==> config.mk <==
export PLATFORM = sky130hd
export DESIGN_NAME = race_state_ctrl
export DESIGN_NICKNAME = d
export VERILOG_FILES = /design/src/rtl/race_state_ctrl.sv
export SDC_FILE = /design/constraint.sdc
export NUM_CORES = 1
export LEC_CHECK = 0
export ABC_AREA = 1
export BUFFER_PORTS_ARGS = -buffer_cell sky130_fd_sc_hd__buf_2
export CORE_ASPECT_RATIO = 1.2
export CORE_MARGIN = 4
export CORE_UTILIZATION = 41
export DETAILED_ROUTE_END_ITERATION = 7
export GPL_TIMING_DRIVEN = 0
export PLACE_DENSITY = 0.64
export REMOVE_ABC_BUFFERS = 1
export SETUP_SLACK_MARGIN = 0.2
export SYNTH_ARGS = -nofsm -noshare
export SYNTH_HDL_FRONTEND = slang
export SYNTH_SLANG_ARGS = --single-unit
export TNS_END_PERCENT = 100
==> constraint.sdc <==
create_clock -name clk -period 2.7 [get_ports clk]
set_input_delay 0.27 -clock clk [delete_from_list [all_inputs] [get_ports clk]]
set_output_delay 0.27 -clock clk [all_outputs]
set_load 0.1 [all_outputs]
==> src/rtl/race_state_ctrl.sv <==
`default_nettype none
// ============================================================================
// Module      : race_state_ctrl
// Description : Race flow controller. It sequences idle/settings, a
//               seconds countdown, racing with per-player finish latches,
//               pause, link-loss (syncing) and finish. It also tracks the
//               elapsed race seconds and the first finisher.
//               Optional build macro RACE_FINISH_TIMEOUT_EN: FINISH returns
//               to IDLE by itself after 10 seconds.
// Revision    : 1.0 - initial release
// ============================================================================
module race_state_ctrl #(
  parameter int CLK_HZ        = 100000000,
  parameter int COUNTDOWN_SEC = 3,
  parameter int NUM_PLAYERS   = 2,
  localparam int PW           = (NUM_PLAYERS > 1) ? $clog2(NUM_PLAYERS) : 1
) (
  input  logic                   clk,
  input  logic                   rst,
  input  logic                   start_p,
  input  logic                   setting_p,
  input  logic                   pause_p,
  input  logic                   is_sync,
  input  logic [NUM_PLAYERS-1:0] player_done,
  output logic [2:0]             state,
  output logic [3:0]             countdown_sec,
  output logic                   sec_tick,
  output logic [15:0]            race_sec,
  output logic [PW-1:0]          winner,
  output logic                   winner_valid
);

  localparam int SW = (CLK_HZ > 1) ? $clog2(CLK_HZ) : 1;
  localparam logic [SW-1:0] SUB_LAST = SW'(CLK_HZ - 1);
  localparam logic [3:0]    CD_LOAD  = 4'(COUNTDOWN_SEC);

`ifdef RACE_FINISH_TIMEOUT_EN
  localparam int TMO_CYC = 10 * CLK_HZ;
  localparam int TW      = $clog2(TMO_CYC);
  localparam logic [TW-1:0] TMO_LAST = TW'(TMO_CYC - 1);
`endif

  typedef enum logic [2:0] {
    S_IDLE      = 3'd0,
    S_SETTING   = 3'd1,
    S_SYNCING   = 3'd2,
    S_COUNTDOWN = 3'd3,
    S_RACING    = 3'd4,
    S_PAUSE     = 3'd5,
    S_FINISH    = 3'd6
  } state_e;

  state_e                 state_q,        state_d;
  state_e                 ret_state_q,    ret_state_d;
  logic [SW-1:0]          sub_cnt_q,      sub_cnt_d;
  logic [3:0]             cd_q,           cd_d;
  logic                   tick_q,         tick_d;
  logic [15:0]            race_sec_q,     race_sec_d;
  logic [NUM_PLAYERS-1:0] fin_q,          fin_d;
  logic [PW-1:0]          winner_q,       winner_d;
  logic                   winner_valid_q, winner_valid_d;
`ifdef RACE_FINISH_TIMEOUT_EN
  logic [TW-1:0]          tmo_cnt_q,      tmo_cnt_d;
`endif

  logic [NUM_PLAYERS-1:0] new_bits;
  logic [PW-1:0]          win_sel;
  logic                   sub_wrap;

  assign sub_wrap = (sub_cnt_q == SUB_LAST);

  // Lowest index among the players whose finish latch sets this cycle
  always_comb begin
    new_bits = player_done & ~fin_q;
    win_sel  = '0;
    for (int i = NUM_PLAYERS - 1; i >= 0; i--) begin
      if (new_bits[i]) win_sel = PW'(i);
    end
  end

  // Next-state and next-output computation for the whole controller
  always_comb begin
    state_d        = state_q;
    ret_state_d    = ret_state_q;
    sub_cnt_d      = sub_cnt_q;
    cd_d           = cd_q;
    tick_d         = 1'b0;
    race_sec_d     = race_sec_q;
    fin_d          = fin_q;
    winner_d       = winner_q;
    winner_valid_d = winner_valid_q;
`ifdef RACE_FINISH_TIMEOUT_EN
    tmo_cnt_d      = tmo_cnt_q;
`endif

    // Remember the last "main" state so pause/sync know where to return
    if (state_q == S_IDLE || state_q == S_COUNTDOWN || state_q == S_RACING)
      ret_state_d = state_q;

    case (state_q)
      S_IDLE: begin
        if (start_p) begin
          state_d        = S_COUNTDOWN;
          race_sec_d     = '0;
          fin_d          = '0;
          winner_d       = '0;
          winner_valid_d = 1'b0;
          cd_d           = CD_LOAD;
          sub_cnt_d      = '0;
        end else if (setting_p) begin
          state_d = S_SETTING;
        end
      end

      S_SETTING: begin
        if (setting_p) state_d = S_IDLE;
      end

      S_COUNTDOWN: begin
        if (!is_sync) begin
          state_d = S_SYNCING;
        end else if (pause_p) begin
          // Sub-second counter and seconds are kept exactly as they are
          state_d = S_PAUSE;
        end else if (sub_wrap) begin
          sub_cnt_d = '0;
          tick_d    = 1'b1;
          if (cd_q <= 4'd1) begin
            cd_d    = 4'd0;
            state_d = S_RACING;
          end else begin
            cd_d = cd_q - 4'd1;
          end
        end else begin
          sub_cnt_d = sub_cnt_q + SW'(1);
        end
      end

      S_SYNCING: begin
        if (is_sync) begin
          if (ret_state_q == S_COUNTDOWN) begin
            // A link drop invalidates the countdown; start it over
            state_d   = S_COUNTDOWN;
            cd_d      = CD_LOAD;
            sub_cnt_d = '0;
          end else if (ret_state_q == S_RACING) begin
            state_d = S_RACING;
          end else begin
            state_d = S_IDLE;
          end
        end
      end

      S_RACING: begin
        // Finish latches track player_done every racing cycle, whatever
        // else happens, so a simultaneous pause cannot lose a finisher
        fin_d = fin_q | player_done;
        if ((new_bits != '0) && !winner_valid_q) begin
          winner_d       = win_sel;
          winner_valid_d = 1'b1;
        end
        if (&fin_d) begin
          state_d   = S_FINISH;
`ifdef RACE_FINISH_TIMEOUT_EN
          tmo_cnt_d = '0;
`endif
        end else if (!is_sync) begin
          state_d = S_SYNCING;
        end else if (pause_p) begin
          state_d = S_PAUSE;
        end else if (sub_wrap) begin
          sub_cnt_d = '0;
          tick_d    = 1'b1;
          if (race_sec_q != 16'hFFFF) race_sec_d = race_sec_q + 16'd1;
        end else begin
          sub_cnt_d = sub_cnt_q + SW'(1);
        end
      end

      S_PAUSE: begin
        if (pause_p) state_d = ret_state_q;
      end

      S_FINISH: begin
        if (start_p) begin
          state_d = S_IDLE;
`ifdef RACE_FINISH_TIMEOUT_EN
        end else if (tmo_cnt_q == TMO_LAST) begin
          state_d = S_IDLE;
        end else begin
          tmo_cnt_d = tmo_cnt_q + TW'(1);
`endif
        end
      end

      default: begin
        state_d = S_IDLE;
      end
    endcase
  end

  // State and registered outputs; reset discards all race progress
  always_ff @(posedge clk or posedge rst) begin
    if (rst) begin
      state_q        <= S_IDLE;
      ret_state_q    <= S_IDLE;
      sub_cnt_q      <= '0;
      cd_q           <= '0;
      tick_q         <= 1'b0;
      race_sec_q     <= '0;
      fin_q          <= '0;
      winner_q       <= '0;
      winner_valid_q <= 1'b0;
`ifdef RACE_FINISH_TIMEOUT_EN
      tmo_cnt_q      <= '0;
`endif
    end else begin
      state_q        <= state_d;
      ret_state_q    <= ret_state_d;
      sub_cnt_q      <= sub_cnt_d;
      cd_q           <= cd_d;
      tick_q         <= tick_d;
      race_sec_q     <= race_sec_d;
      fin_q          <= fin_d;
      winner_q       <= winner_d;
      winner_valid_q <= winner_valid_d;
`ifdef RACE_FINISH_TIMEOUT_EN
      tmo_cnt_q      <= tmo_cnt_d;
`endif
    end
  end

  assign state         = state_q;
  assign countdown_sec = cd_q;
  assign sec_tick      = tick_q;
  assign race_sec      = race_sec_q;
  assign winner        = winner_q;
  assign winner_valid  = winner_valid_q;

endmodule
`default_nettype wire

==> key figures <==
Status
  – Outcome: finished, final reports clean

Synth
  – Distinct cells, synth: 30
  – Seq/Total Area, Yosys: 35.3%
  – Mapped Avg Cell Area: 6.49 sq um
  – Synth Cell Area: 0.00411 sq mm
  – Synth warnings: 0
  – Area leader, netlist: dfrtp_1
  – Area contributors post-synth: dfrtp_1 35%, nand2_1 19%, nor2_1 9.8%
  – Flops & latches, synth: 58
  – Cells after Synth: 633
  – Post-synth top area share: 35.3%

Finish
  – ANT cells: 0
  – Share of layout cells above drive strength 1: 12.2%
  – Fill cells: 980
  – Fin cells: 795
  – Final #Nets: 679
  – Area occupied by multi-input gates: 0.00233 sq mm
  – P&R area growth vs syn: 14.7%
  – Final Util: 48.7%
  – Register area: 0.00145 sq mm

Setup path
  – CP Capture Type: flip-flop
  – Crit path from: state[1]
  – Reg2Reg Depth: 10
  – Critical path class: flip-flop to flip-flop
  – Worst-path cell chain: nor2_4, nand2_4, nand2_4, nand2_1, nand3_2, nor2_4, buf_4, nand2_2, o21ai_1, nor2_1
  – Slowest cell delay on critical path: 0.56 ns
  – Worst path slowest cell: dfrtp_1
  – Crit path buffers/inverters: 1
  – FF-to-FF End: sub_cnt_q[8]
  – Crit path depth: 10
  – Crit path launch type: flip-flop
  – Crit path arrival time: 2.41 ns
  – Setup slack, reg-to-reg: 0.52 ns
  – WP data required: 2.92 ns
  – Crit path max fanout: 22
  – Worst setup endpoint: sub_cnt_q[8]
  – Delay-heaviest family, CP: simple AND/OR/NAND/NOR gates
  – Worst r2r src: state[1]

Detailed routing
  – Vias/cell: 5.10
  – WL/cell: 13.0 um
  – DRT Wirelength: 10300 um
  – Remaining DRCs: 0
  – First drt pass iteration count: 4
  – Antenna Nets Post-Route: 0
  – Detailed Route Iter0 Violations: 207
  – Vias: 4051

Global routing
  – Pin count of the biggest net entering global routing: 32
  – Vias in the first global route: 4023
  – Global-route wire length before repair: 18200 um
  – Initial antenna violation count: 0
  – Total GRT Usage: 19.0%
  – Grt total ovfl: 0

Floorplan
  – Die height: 118 um
  – Core Area: 0.00966 sq mm
  – Initial Util: 42.5%
  – Die X: 99.4 um
  – Site Rows: 39
  – Die area: 0.0117 sq mm
  – IO Pins: 34

Timing
  – Final Max Slew Viols: 0
  – RSZ-0062 raised after global routing: false
  – Worst Tran Pin Value: 0.608 ns
  – Worst hold slack: 0.00897 ns
  – Layout Skew: 0.00611 ns
  – Fmax: 458 MHz
  – Final min period: 2.18 ns
  – Final Hold Viols: 0
  – Rel. slew slack: 59.4%
  – Fin crit share: 80.9%
  – Final setup fails: 0

Clock tree
  – H-tree Lvls: 3
  – Clk_lat worst skew: 0.33 ns
  – CTS Root Buffer Type: clkbuf_16
  – Clk buf depth: 2
  – Cts bufs inserted: 9
  – CTS tree: yes
  – Reg clk slew, reported paths: 0.05 ns
  – Clock sinks: 58

Place
  – Placed Cells incl. Taps: 776
  – Post-DP HPWL: 7380 um
  – Routability cong.: 0.935
  – IO Port Bufs: 33

Pwr
  – Peak VDD IR: 0.622 mV
  – Power per cell area: 856 mW/mm^2
  – Pleak: 2.25 nW

Flow run
  – Max-cap viol count: 0

Hold path
  – Worst hold path type: input pin to asynchronous set/reset pin
cell usage in the layout (no fill, tap or decap), types with 3 or more instances in the layout:
cell / Yosys / layout
ha_1: 4 / 4
o21ai_0: 22 / 22
xnor2_1: 7 / 7
nand3b_1: 3 / 3
o21ai_1: 6 / 6
nand4_1: 15 / 15
nor3_1: 5 / 5
inv_2: 7 / 8
nand3_2: 3 / 3
nor2_1: 107 / 107
nor2_2: 3 / 3
nand2_1: 211 / 210
nand2_2: 7 / 6
nand3_1: 66 / 66
dfrtp_1: 58 / 58
clkbuf_16: 0 / 9
inv_1: 61 / 60
xor2_1: 14 / 14
a21oi_1: 6 / 6
o31ai_1: 3 / 3
clkbuf_8: 0 / 4
nand2_4: 2 / 4
nor2_4: 4 / 5
buf_2: 3 / 33
logic make-up (layout without fill, tap and decap cells):
kind of cell | count (synthesis) | after routing | synth area share (%)
AOI/OAI and AO/OA | 40 | 40 | 5.42
xor gates and xnor gates | 21 | 21 | 4.48
adders and majority gates | 4 | 4 | 1.22
buffers and inverters | 82 | 120 | 8.50
DFF | 58 | 58 | 35.3
and+or+nand+nor | 428 | 429 | 45.0
metal layers:
| metal | GRT usage (%) | share of wire (%) |
|---|---|---|
| met3 | 3.56 | 4.0 |
| met5 | 0 | 0 |
| met1 | 22.9 | 45 |
| met4 | 9.05 | 2.8 |
| met2 | 32.3 | 49 |
synth_stat cells:
cell,count
or2_2,1
nor2_1,107
nand2_4,2
buf_4,6
o31ai_1,3
nor2_2,3
inv_1,61
nand2_1,211
xnor2_1,7
nor3_1,5
nand4_1,15
buf_6,2
nand3_4,1
buf_2,3
nor2_4,4
clkbuf_1,3
o21ai_1,6
xor2_1,14
inv_2,7
nand3_1,66
dfrtp_1,58
ha_1,4
a21oi_1,6
o211ai_1,1
a21oi_4,1
o22ai_1,1
nand3b_1,3
o21ai_0,22
nand3_2,3
nand2_2,7
metrics by stage:
stage	TNS [ns]	instance area [sq um]	setup slack, ns	total power, mW
final	0	4710	0.516	4.03
after global routing	0	4710	0.321	4.29
after CTS	0	4690	0.319	4.02
after detailed placement	-0.709	4350	-0.225	2.73
after global placement	-0.682	4330	-0.224	2.71
after floorplan	-0.189	4010	-0.0745	2.34
registers in the layout (all words and copies together), names as in the netlist:
| register | cells |
|---|---|
| state | 3 |
| race_sec | 16 |
| ret_state_q | 3 |
| winner | 1 |
| countdown_sec | 4 |
| fin_q | 2 |
| sec_tick | 1 |
| winner_valid | 1 |
| sub_cnt_q | 27 |
power breakdown:
part	switching, mW	total, mW	internal [mW]	leakage, nW
clock	0.403	1.22	0.816	0.156
combinational	1.36	1.73	0.374	1.29
sequential	0.120	1.08	0.962	0.799
total	1.88	4.03	2.15	2.25
worst min path at each step:
stage / from / end / slack (ns)
global placement: winner / winner / 0.51
CTS: rst / sub_cnt_q[18] / 0.03
finish: rst / race_sec[1] / 0.009
global route: rst / state[2] / 0.07
detailed placement: rst / race_sec[1] / 0.38
floorplan: player_done[1] / winner / 0.43
area by class of cell:
| cell class | instances | area share, % |
|---|---|---|
| clock buffer | 15 | 6.11 |
| clock inverter | 1 | 0.638 |
| inverter | 68 | 5.42 |
| multi-input combinational | 494 | 49.5 |
| sequential | 58 | 30.8 |
| tap | 123 | 3.27 |
| timing repair buffer | 36 | 4.25 |
repair_timing:
item | 4_1_cts | 5_1_grt
hold buffers | 0 | 0
resized for setup | 3 | 1
gates cloned | 1 | 0
setup endpoints to repair | 27 | 8
pin swaps | 1 | 1
setup buffers | 0 | 2
Note: power is estimated with default switching activity, not from simulation.
